## config.mk

```make
export PLATFORM = sky130hd
export DESIGN_NAME = fifo_drain_arb
export DESIGN_NICKNAME = d
export VERILOG_FILES = /design/src/rtl/fifo_drain_arb_pkg.sv /design/src/rtl/fifo_drain_arb_rr_pick.sv /design/src/rtl/fifo_drain_arb.sv
export SDC_FILE = /design/constraint.sdc
export NUM_CORES = 1
export LEC_CHECK = 0
export CORE_MARGIN = 2
export CORE_UTILIZATION = 33
export CTS_CLUSTER_SIZE = 25
export DETAILED_ROUTE_END_ITERATION = 7
export PLACE_DENSITY = 0.92
export SYNTH_ARGS = -nofsm -noshare
export SYNTH_HDL_FRONTEND = slang
export SYNTH_SLANG_ARGS = --single-unit
```

## constraint.sdc

```tcl
create_clock -name CLK -period 2.6 [get_ports CLK]
set_input_delay 0.52 -clock CLK [delete_from_list [all_inputs] [get_ports CLK]]
set_output_delay 0.52 -clock CLK [all_outputs]
set_load 0.05 [all_outputs]
```

## src/rtl/fifo_drain_arb_pkg.sv

```systemverilog
// Shared constants, state encoding and sizing helper for the FIFO drain arbiter family.
// No logic of its own; imported by the arbiter top and its round-robin picker.
// Optional statistics are compiled in with FIFO_ARB_STATS_EN (see fifo_drain_arb.sv).
package fifo_drain_arb_pkg;

  localparam logic TRUE  = 1'b1;
  localparam logic FALSE = 1'b0;

  typedef enum logic {
    FIFO_ARB_IDLE  = 1'b0,
    FIFO_ARB_BURST = 1'b1
  } fifo_arb_state_e;

  // Bits needed to index 'value' items; never less than 1.
  function automatic int fifo_arb_log2(input int value);
    int bits;
    bits = 1;
    while ((1 << bits) < value) bits++;
    return bits;
  endfunction

endpackage

```

## src/rtl/fifo_drain_arb_rr_pick.sv

```systemverilog
// Round-robin picker: first requesting index strictly after 'last', wrapping.
// Latency: purely combinational.
// Backpressure: none; 'found' is low when no request bit is set.
module fifo_drain_arb_rr_pick
  import fifo_drain_arb_pkg::*;
#(
  parameter int N_SRC    = 4,
  parameter int SRC_BITS = 2
) (
  input  logic [N_SRC-1:0]    request,
  input  logic [SRC_BITS-1:0] last,
  output logic                found,
  output logic [SRC_BITS-1:0] index
);

  // Scan last+1, last+2, ... last+N_SRC (the last one being 'last' itself) and keep the first hit.
  always_comb begin
    logic [SRC_BITS-1:0] cand;
    found = FALSE;
    index = '0;
    cand  = '0;
    for (int k = 1; k <= N_SRC; k++) begin
      cand = SRC_BITS'((int'(last) + k) % N_SRC);
      if (!found && request[cand]) begin
        found = TRUE;
        index = cand;
      end
    end
  end

endmodule

```

## src/rtl/fifo_drain_arb.sv

```systemverilog
// Round-robin drain of N_SRC FWFT source FIFOs into one tagged downstream write port.
// Latency: 1-cycle arbitration bubble per burst, then read at t -> registered write at t+1.
// Backpressure: dst_full stalls reads (grant kept); one in-flight write may land after full rises.
// Optional per-source word counters are built only when FIFO_ARB_STATS_EN is defined.
module fifo_drain_arb
  import fifo_drain_arb_pkg::*;
#(
  parameter  int DELAY     = 1,
  parameter  int N_SRC     = 4,
  parameter  int WIDTH     = 16,
  parameter  int BURST_LEN = 4,
  localparam int SRC_BITS  = fifo_arb_log2(N_SRC)
) (
  input  logic                   CLK,
  input  logic                   RESET,
  input  logic                   enable,
  input  logic [N_SRC-1:0]       src_empty,
  input  logic [N_SRC*WIDTH-1:0] src_dout,
  output logic [N_SRC-1:0]       src_rden,
  input  logic                   dst_full,
  output logic                   dst_wren,
  output logic [WIDTH-1:0]       dst_din,
  output logic [SRC_BITS-1:0]    dst_src,
  output logic                   busy,
  input  logic                   stats_clr,
  output logic [N_SRC*32-1:0]    stats
);

  localparam int                     BEAT_BITS  = fifo_arb_log2(BURST_LEN);
  localparam logic [BEAT_BITS-1:0]   BEAT_LAST  = BEAT_BITS'(BURST_LEN - 1);
  localparam logic [SRC_BITS-1:0]    LAST_RESET = SRC_BITS'(N_SRC - 1);

  fifo_arb_state_e       state_q, state_d;
  logic [SRC_BITS-1:0]   grant_q, grant_d;
  logic [SRC_BITS-1:0]   last_q, last_d;
  logic [BEAT_BITS-1:0]  beat_q, beat_d;
  logic                  dst_wren_q, dst_wren_d;
  logic [WIDTH-1:0]      dst_din_q, dst_din_d;
  logic [SRC_BITS-1:0]   dst_src_q, dst_src_d;

  logic                  pick_found;
  logic [SRC_BITS-1:0]   pick_index;
  logic                  grant_empty;
  logic [WIDTH-1:0]      grant_dout;
  logic                  rd_go;

  // DELAY only matters to behavioural models with intra-assignment delays; this RTL has none.
  logic unused_delay;
  assign unused_delay = (DELAY != 0);

  fifo_drain_arb_rr_pick #(
    .N_SRC    (N_SRC),
    .SRC_BITS (SRC_BITS)
  ) u_rr_pick (
    .request (~src_empty),
    .last    (last_q),
    .found   (pick_found),
    .index   (pick_index)
  );

  // Select the granted source's data slice with constant part-selects.
  always_comb begin
    grant_dout = '0;
    for (int i = 0; i < N_SRC; i++) begin
      if (grant_q == SRC_BITS'(i)) grant_dout = src_dout[i*WIDTH +: WIDTH];
    end
  end

  assign grant_empty = src_empty[grant_q];
  assign rd_go       = (state_q == FIFO_ARB_BURST) && !grant_empty && !dst_full && !RESET;

  // One-hot read strobe to the granted source; forced low while in reset.
  always_comb begin
    src_rden = '0;
    if (rd_go) src_rden[grant_q] = TRUE;
  end

  // Next-state: grant in IDLE, move words and decide burst end in BURST.
  always_comb begin
    state_d    = state_q;
    grant_d    = grant_q;
    last_d     = last_q;
    beat_d     = beat_q;
    dst_wren_d = FALSE;
    dst_din_d  = dst_din_q;
    dst_src_d  = dst_src_q;
    case (state_q)
      FIFO_ARB_IDLE: begin
        if (enable && pick_found) begin
          grant_d = pick_index;
          beat_d  = '0;
          state_d = FIFO_ARB_BURST;
        end
      end
      FIFO_ARB_BURST: begin
        if (rd_go) begin
          dst_wren_d = TRUE;
          dst_din_d  = grant_dout;
          dst_src_d  = grant_q;
          beat_d     = beat_q + 1'b1;
          if (beat_q == BEAT_LAST) begin
            state_d = FIFO_ARB_IDLE;
            last_d  = grant_q;
          end
        end else if (grant_empty && !dst_full) begin
          // Source ran dry with room downstream: give the next source a turn.
          state_d = FIFO_ARB_IDLE;
          last_d  = grant_q;
        end
      end
      default: state_d = FIFO_ARB_IDLE;
    endcase
  end

  // Controller state and registered downstream outputs.
  always_ff @(posedge CLK) begin
    if (RESET) begin
      state_q    <= FIFO_ARB_IDLE;
      grant_q    <= '0;
      last_q     <= LAST_RESET;
      beat_q     <= '0;
      dst_wren_q <= FALSE;
      dst_din_q  <= '0;
      dst_src_q  <= '0;
    end else begin
      state_q    <= state_d;
      grant_q    <= grant_d;
      last_q     <= last_d;
      beat_q     <= beat_d;
      dst_wren_q <= dst_wren_d;
      dst_din_q  <= dst_din_d;
      dst_src_q  <= dst_src_d;
    end
  end

  assign dst_wren = dst_wren_q;
  assign dst_din  = dst_din_q;
  assign dst_src  = dst_src_q;
  assign busy     = (state_q != FIFO_ARB_IDLE);

`ifdef FIFO_ARB_STATS_EN
  logic [31:0] stats_q [N_SRC];
  logic [31:0] stats_d [N_SRC];

  // Saturating per-source read counters; clear wins over a same-cycle read.
  always_comb begin
    for (int i = 0; i < N_SRC; i++) begin
      stats_d[i] = stats_q[i];
      if (stats_clr) stats_d[i] = '0;
      else if (src_rden[i] && (stats_q[i] != 32'hFFFF_FFFF)) stats_d[i] = stats_q[i] + 32'd1;
    end
  end

  // Counter registers.
  always_ff @(posedge CLK) begin
    for (int i = 0; i < N_SRC; i++) begin
      if (RESET) stats_q[i] <= '0;
      else       stats_q[i] <= stats_d[i];
    end
  end

  // Flatten counters onto the stats bus.
  always_comb begin
    stats = '0;
    for (int i = 0; i < N_SRC; i++) stats[i*32 +: 32] = stats_q[i];
  end
`else
  assign stats = '0;
  logic unused_stats_clr;
  assign unused_stats_clr = stats_clr;
`endif

endmodule

```

==> results of run 1 <==
[cells in the mapped netlist]
cell	instances
mux2i_1	1
buf_12	1
o211ai_1	1
nor2b_1	2
buf_4	129
and4_1	1
a21oi_1	13
a21oi_2	3
clkinv_8	1
buf_2	2
mux2_4	1
nand2b_1	2
nand2_1	24
conb_1	1
nor3_1	3
mux4_2	11
nand3_1	2
ha_1	1
dfxtp_1	26
nor2_1	11
o211a_1	1
a2111oi_4	6
nand4_1	1
nand2_2	3
o22ai_1	7
buf_6	3
inv_1	5
o21bai_1	1
clkbuf_1	6
o221ai_1	1
mux2_2	6
o41ai_1	1
a211oi_1	1
or3_1	1
o21ai_0	5
nor2_2	7
a211o_1	2
o31ai_1	1
[registers in the layout, summed over array words and instances, names as in the netlist]
register  flops
grant_q       2
beat_q        2
last_q        2
busy          1
dst_din      16
dst_src       2
dst_wren      1
[worst max-delay path: stages]
cell and delay, ns:
dlygate4sd2_1 0.24, mux4_2 0.47, or3_4 0.44, nor3_4 0.18
buf_12 0.17
[how the worst max path moves through the flow]
stage                              to  depth (start not counted)         start
after CTS                 src_rden[0]                          5  src_empty[3]
final                     src_rden[0]                          5  src_empty[3]
after detailed placement  src_rden[1]                          5  src_empty[2]
after global routing      src_rden[0]                          5  src_empty[2]
after global placement    src_rden[1]                          5  src_empty[3]
after floorplan           src_rden[1]                          5  src_empty[3]
[cell usage in the layout (no fill, tap or decap), drive strengths merged, types with 7 or more instances in the layout]
cell           count
conb             128
clkdlybuf4s50     87
nand2             27
dfxtp             26
nor2              18
a21oi             16
buf               16
mux4              11
o22ai              7
mux2               7
[power breakdown]
| part | total [uW] | leakage [uW] | switching, uW | internal [uW] |
|---|---|---|---|---|
| Clock | 347 | 0.0000357 | 141 | 206 |
| Sequential | 419 | 0.000211 | 9.37 | 410 |
| Combinational | 733 | 0.00114 | 547 | 187 |
| Total | 1500 | 0.00138 | 697 | 803 |
[layer usage]
metal	routed length (um)	part of all wire [%]
met4	32	0.51
met3	577	9.1
met1	2210	35
met5	0	0
met2	3500	55
[what timing repair did]
item	4_1_cts	5_1_grt
pin swaps	3	1
resized for setup	5	0
cloned	0	0
hold endpoints to repair	0	0
setup buffers	1	0
endpoints found under the setup margin	3	1
[cells by family (layout without fill, tap and decap cells)]
logic type / after synthesis / in the layout / synth area share [%]
adder cells (fa/ha/maj): 1 / 1 / 0.475
AND/OR/NAND/NOR: 57 / 57 / 10.1
other: 1 / 128 / 0.142
buffers and inverters: 147 / 117 / 41.4
multiplexers: 19 / 19 / 12.9
AO/OA/AOI/OAI: 43 / 43 / 15.2
flip-flops: 26 / 26 / 19.8
[cell type report]
| class | instances | area (sq um) |
|---|---|---|
| fill | 758 | 4350 |
| multi-input combinational | 248 | 1530 |
| timing repair buffer | 107 | 1090 |
| sequential | 26 | 520 |
| tap | 102 | 128 |
| clock buffer | 3 | 41.3 |
| inverter | 6 | 35.0 |
| clock inverter | 1 | 30.0 |
[through the flow]
stage / util [%] / cells / setup TNS, ns
3_5_place_dp: 42.7 / 488 / -2.51
4_1_cts: 43.7 / 493 / 0
6_report: 43.7 / 493 / 0
3_3_place_gp: 42.7 / 488 / -1.73
2_1_floorplan: - / 421 / 0
5_1_grt: 43.7 / 493 / 0
==> metrics.md, run 1 <==
| Metric | Value |
|---|---|
| Status | `complete, no violations` |
| Power per cell area | `444 mW/mm^2` |
| Die outline width | `93.3 um` |
| Crit. End Element | `output pin` |
| Post-Layout Inst Area | `0.00338 sq mm` |
| Slew HR | `65.6%` |
| Vias | `1997` |
| Busiest grt layer | `met2` |
| Power Total | `roughly 1500 uW` |
| Peak supply drop | `191 uV` |
| Max-Cap Viols | `0` |
| Yosys top cell by area | `buf_4` |
| Max clock buf depth | `2` |
| Reg2Reg Setup Slack | `approximately 0.30 ns` |
| Hold Worst Slack | `around 0.46 ns` |
| 1st-iter DRT viols | `48` |
| RSZ-0062 raised after global routing | `no` |
| Final Skew | `0.00401 ns` |
| DR pass1 iterations | `4` |
| Setup WS post-layout | `0.0651 ns` |
| Crit-path max FO | `4` |
| WP data arrival | `2.01 ns` |
| NumNets Final | `between 400 and 500` |
| Final ANT Viol Nets | `0` |
| Total track usage | `around 14%` |
| Io pins | `225` |
| Clk sinks | `26` |
| Clock root buffer | `clkbuf_8` |
| Reg clk slew, reported paths | `0.10 ns` |
| Vias per cell | `4.05` |
| Synth unique cells | `38` |
| FF-to-FF Start | `grant_q[0]` |
| GRT overflow | `0` |
| # DRC | `0` |
| Setup slack at placement | `-0.224 ns` |
| Row count | `32` |
| Largest net degree at the start of global routing | `26` |
| Layout area overhead | `28.3%` |
| Hold Fails Final Rpt | `0` |
| Final-report max-slew violation count | `0` |
| Reg2Reg Capture Point | `dst_din[4]` |
| Ant. Diodes | `0` |
| Hold Crit Class | `flop to flop` |
| Core area | `0.00773 sq mm` |
| Initial antenna violation count | `0` |
| Tmin final | `2.53 ns` |
| Worst reg2reg path depth | `7` |
| Hold_buf cts | `0` |
| Vias in the first global route | `1870` |
| Port bufs | `95` |
| HP Start | `dst_din[6]` |
| Routed WL | `6320 um` |
| Synth top area share | `about 37%` |
| Yosys warning total | `0` |
| Crit Path Class | `input pin to output pin` |
| First-pass GRT wire length | `9160 um` |
| Worst-Margin Slew | `0.514 ns` |
| Layout cell share with drive strength beyond 1 | `15.9%` |
| Grt met1 use | `15.1%` |
| Starting density of the core | `34.1%` |
| TritonCTS clock tree | `built` |
| Synth Instances | `294` |
| Drt wl/cell | `around 13 um` |
| Synth Register Bits | `26` |
| DPL Wire Length | `just over 5000 um` |
| Fmax | `394 MHz` |
| Chip Height | `between 90 and 100 um` |
| Global Route met2 Usage | `26.2%` |
| WP data required | `2.08 ns` |
| Final GP Congestion | `between 0.7 and 0.8` |
| Synth Cell Area | `around 0.0026 sq mm` |
| Largest cells by area after synthesis | `buf_4, dfxtp_1, mux4_2` |
| DP Area | `0.00330 sq mm` |
| Post-synthesis sequential area ratio | `19.8%` |
| Crit path launch type | `input pin` |
| Final setup violation count | `0` |
| M3 GR Usage | `2.90%` |
| LEAKAGE | `roughly 0.0014 uW` |
| CTS buffer count | `3` |
| Hold path cells | `2` |
| Synthesized area per cell | `around 9.0 sq um` |
| Final period util | `97.5%` |
| Worst skew pair latency | `between 0.2 and 0.3 ns` |
| Htree depth | `1` |
| Die area | `approximately 0.0087 sq mm` |
| Worst hold endpoint | `dst_din[6]` |
(Power assumes the default switching activity.)
==> run 2, diff against run 1 <==
Settings changed: HOLD_SLACK_MARGIN from default to 0.12, RECOVER_POWER from default to 25, SLEW_MARGIN from default to 20.
==> metrics.md, run 2 (synthesis results as in run 1) <==
| Metric | Value |
|---|---|
| Setup slack at placement | `-0.224 ns (unchanged)` |
| Crit path launch type | `input pin (unchanged)` |
| # DRC | `0 (unchanged)` |
| Most frequent cells in the layout | `conb_1, clkdlybuf4s50_1, dfxtp_1 (unchanged)` |
| Power Total | `1500 uW (about the same)` |
| TritonCTS clock tree | `built (unchanged)` |
| Clock root buffer | `clkbuf_8 (unchanged)` |
| Vias per cell | `4.05 (unchanged)` |
| Reg clk slew, reported paths | `0.10 ns (about the same)` |
| GRT overflow | `0 (unchanged)` |
| Hold Crit Class | `flop to flop (unchanged)` |
| Final-report max-slew violation count | `0 (unchanged)` |
| Crit. End Element | `output pin (unchanged)` |
| Reg2Reg Capture Point | `dst_din[4] (unchanged)` |
| Max-Cap Viols | `0 (unchanged)` |
| Power per cell area | `444 mW/mm^2 (about the same)` |
| Layout cell share with drive strength beyond 1 | `15.6% (was 15.9%)` |
| Status | `complete, no violations (unchanged)` |
| HP Start | `dst_din[6] (unchanged)` |
| Crit Path Class | `input pin to output pin (unchanged)` |
| Commonest non-fill, non-tap cell in the layout | `conb_1 (unchanged)` |
| Chip Height | `93.3 um (unchanged)` |
| Largest net degree at the start of global routing | `26 (unchanged)` |
| Worst hold endpoint | `dst_din[6] (unchanged)` |
| Final ANT Viol Nets | `0 (unchanged)` |
| Max reg flops | `16 (unchanged)` |
| Die outline width | `93.3 um (unchanged)` |
| Hold Fails Final Rpt | `0 (unchanged)` |
| Peak supply drop | `191 uV (about the same)` |
| FF-to-FF Start | `grant_q[0] (unchanged)` |
| Worst reg2reg path depth | `7 (unchanged)` |
| Max clock buf depth | `2 (unchanged)` |
| Core area | `0.00773 sq mm (unchanged)` |
| DR pass1 iterations | `4 (unchanged)` |
| Routed WL | `6330 um (was 6320 um)` |
| Initial antenna violation count | `0 (unchanged)` |
| Final setup violation count | `0 (unchanged)` |
| Hold_buf cts | `0 (unchanged)` |
| Die area | `0.00871 sq mm (unchanged)` |
| Slew HR | `65.6% (unchanged)` |
| RSZ-0062 raised after global routing | `no (unchanged)` |
| Clk sinks | `26 (unchanged)` |
| Vias | `1997 (unchanged)` |
| Hold Worst Slack | `0.456 ns (was 0.459 ns)` |
| Worst skew pair latency | `0.27 ns (about the same)` |
| Vias in the first global route | `1870 (unchanged)` |
| Starting density of the core | `34.1% (unchanged)` |
| Fmax | `395 MHz (was 394 MHz)` |
| Hold path cells | `2 (unchanged)` |
| Setup WS post-layout | `0.0669 ns (was 0.0651 ns)` |
| LEAKAGE | `0.00140 uW (was 0.00138 uW)` |
| NumNets Final | `466 (unchanged)` |
| Tmin final | `2.53 ns (about the same)` |
| Worst-Margin Slew | `0.514 ns (unchanged)` |
| Ant. Diodes | `0 (unchanged)` |
| Row count | `32 (unchanged)` |
| Layout area overhead | `28.1% (was 28.3%)` |
| Total track usage | `13.6% (unchanged)` |
| Port bufs | `95 (unchanged)` |
| Final period util | `97.4% (was 97.5%)` |
| Crit-path max FO | `4 (unchanged)` |
| Reg2Reg Setup Slack | `0.30 ns (about the same)` |
| WP data required | `2.08 ns (about the same)` |
| Final Skew | `0.00405 ns (was 0.00401 ns)` |
| 1st-iter DRT viols | `49 (was 48)` |
| Final GP Congestion | `0.726 (unchanged)` |
| Io pins | `225 (unchanged)` |
| WP data arrival | `2.01 ns (about the same)` |
| Htree depth | `1 (unchanged)` |
| Setup TNS | `0 ns (unchanged)` |
| CTS buffer count | `3 (unchanged)` |
| Drt wl/cell | `12.8 um (about the same)` |
| First-pass GRT wire length | `9160 um (unchanged)` |
| DPL Wire Length | `5120 um (unchanged)` |
## run 2: metal layers
layer | share of wire [%] | up-vias | track usage (%)
li1 | - | 928 | -
met1 | 35 | 938 | 15.1
met2 | 55 | 129 | 26.2
met3 | 9.2 | 2 | 2.90
met4 | 0.51 | 0 | 2.70
met5 | 0 | - | 0
## run 2: timing repair
action,CTS,global route
pin swaps,3,1
gates resized for setup,5,0
setup endpoints to repair,3,1
setup buffers,1,0
## run 2: worst max-delay path by stage
stage                            start          end  cells past startpoint
after global placement    src_empty[3]  src_rden[1]                      5
after global routing      src_empty[2]  src_rden[0]                      5
after CTS                 src_empty[3]  src_rden[0]                      5
after detailed placement  src_empty[2]  src_rden[1]                      5
final                     src_empty[3]  src_rden[0]                      5
after floorplan           src_empty[3]  src_rden[1]                      5
## run 2: final cells by class
type,count,area [sq um]
sequential,26,520
inverter,6,35.0
clock buffer,3,41.3
tap,102,128
multi-input combinational,248,1530
clock inverter,1,30.0
fill,760,4350
timing repair buffer,107,1080
## run 2: stage by stage
stage / utilization (%) / area [sq um] / cells
4_1_cts: 43.7 / 3380 / 493
5_1_grt: 43.7 / 3370 / 493
3_5_place_dp: 42.7 / 3300 / 488
6_report: 43.7 / 3370 / 493
2_1_floorplan: - / 3150 / 421
3_3_place_gp: 42.7 / 3300 / 488
## run 2: critical path: stages
cell	delay [ns]
dlygate4sd2_1	0.24
mux4_2	0.47
or3_4	0.44
nor3_4	0.18
buf_12	0.17
## run 2: where the power goes
| group | switching [uW] | total (uW) | internal (uW) |
|---|---|---|---|
| Clock | 141 | 347 | 206 |
| Combinational | 547 | 732 | 185 |
| Sequential | 9.33 | 419 | 410 |
| Total | 697 | 1500 | 801 |
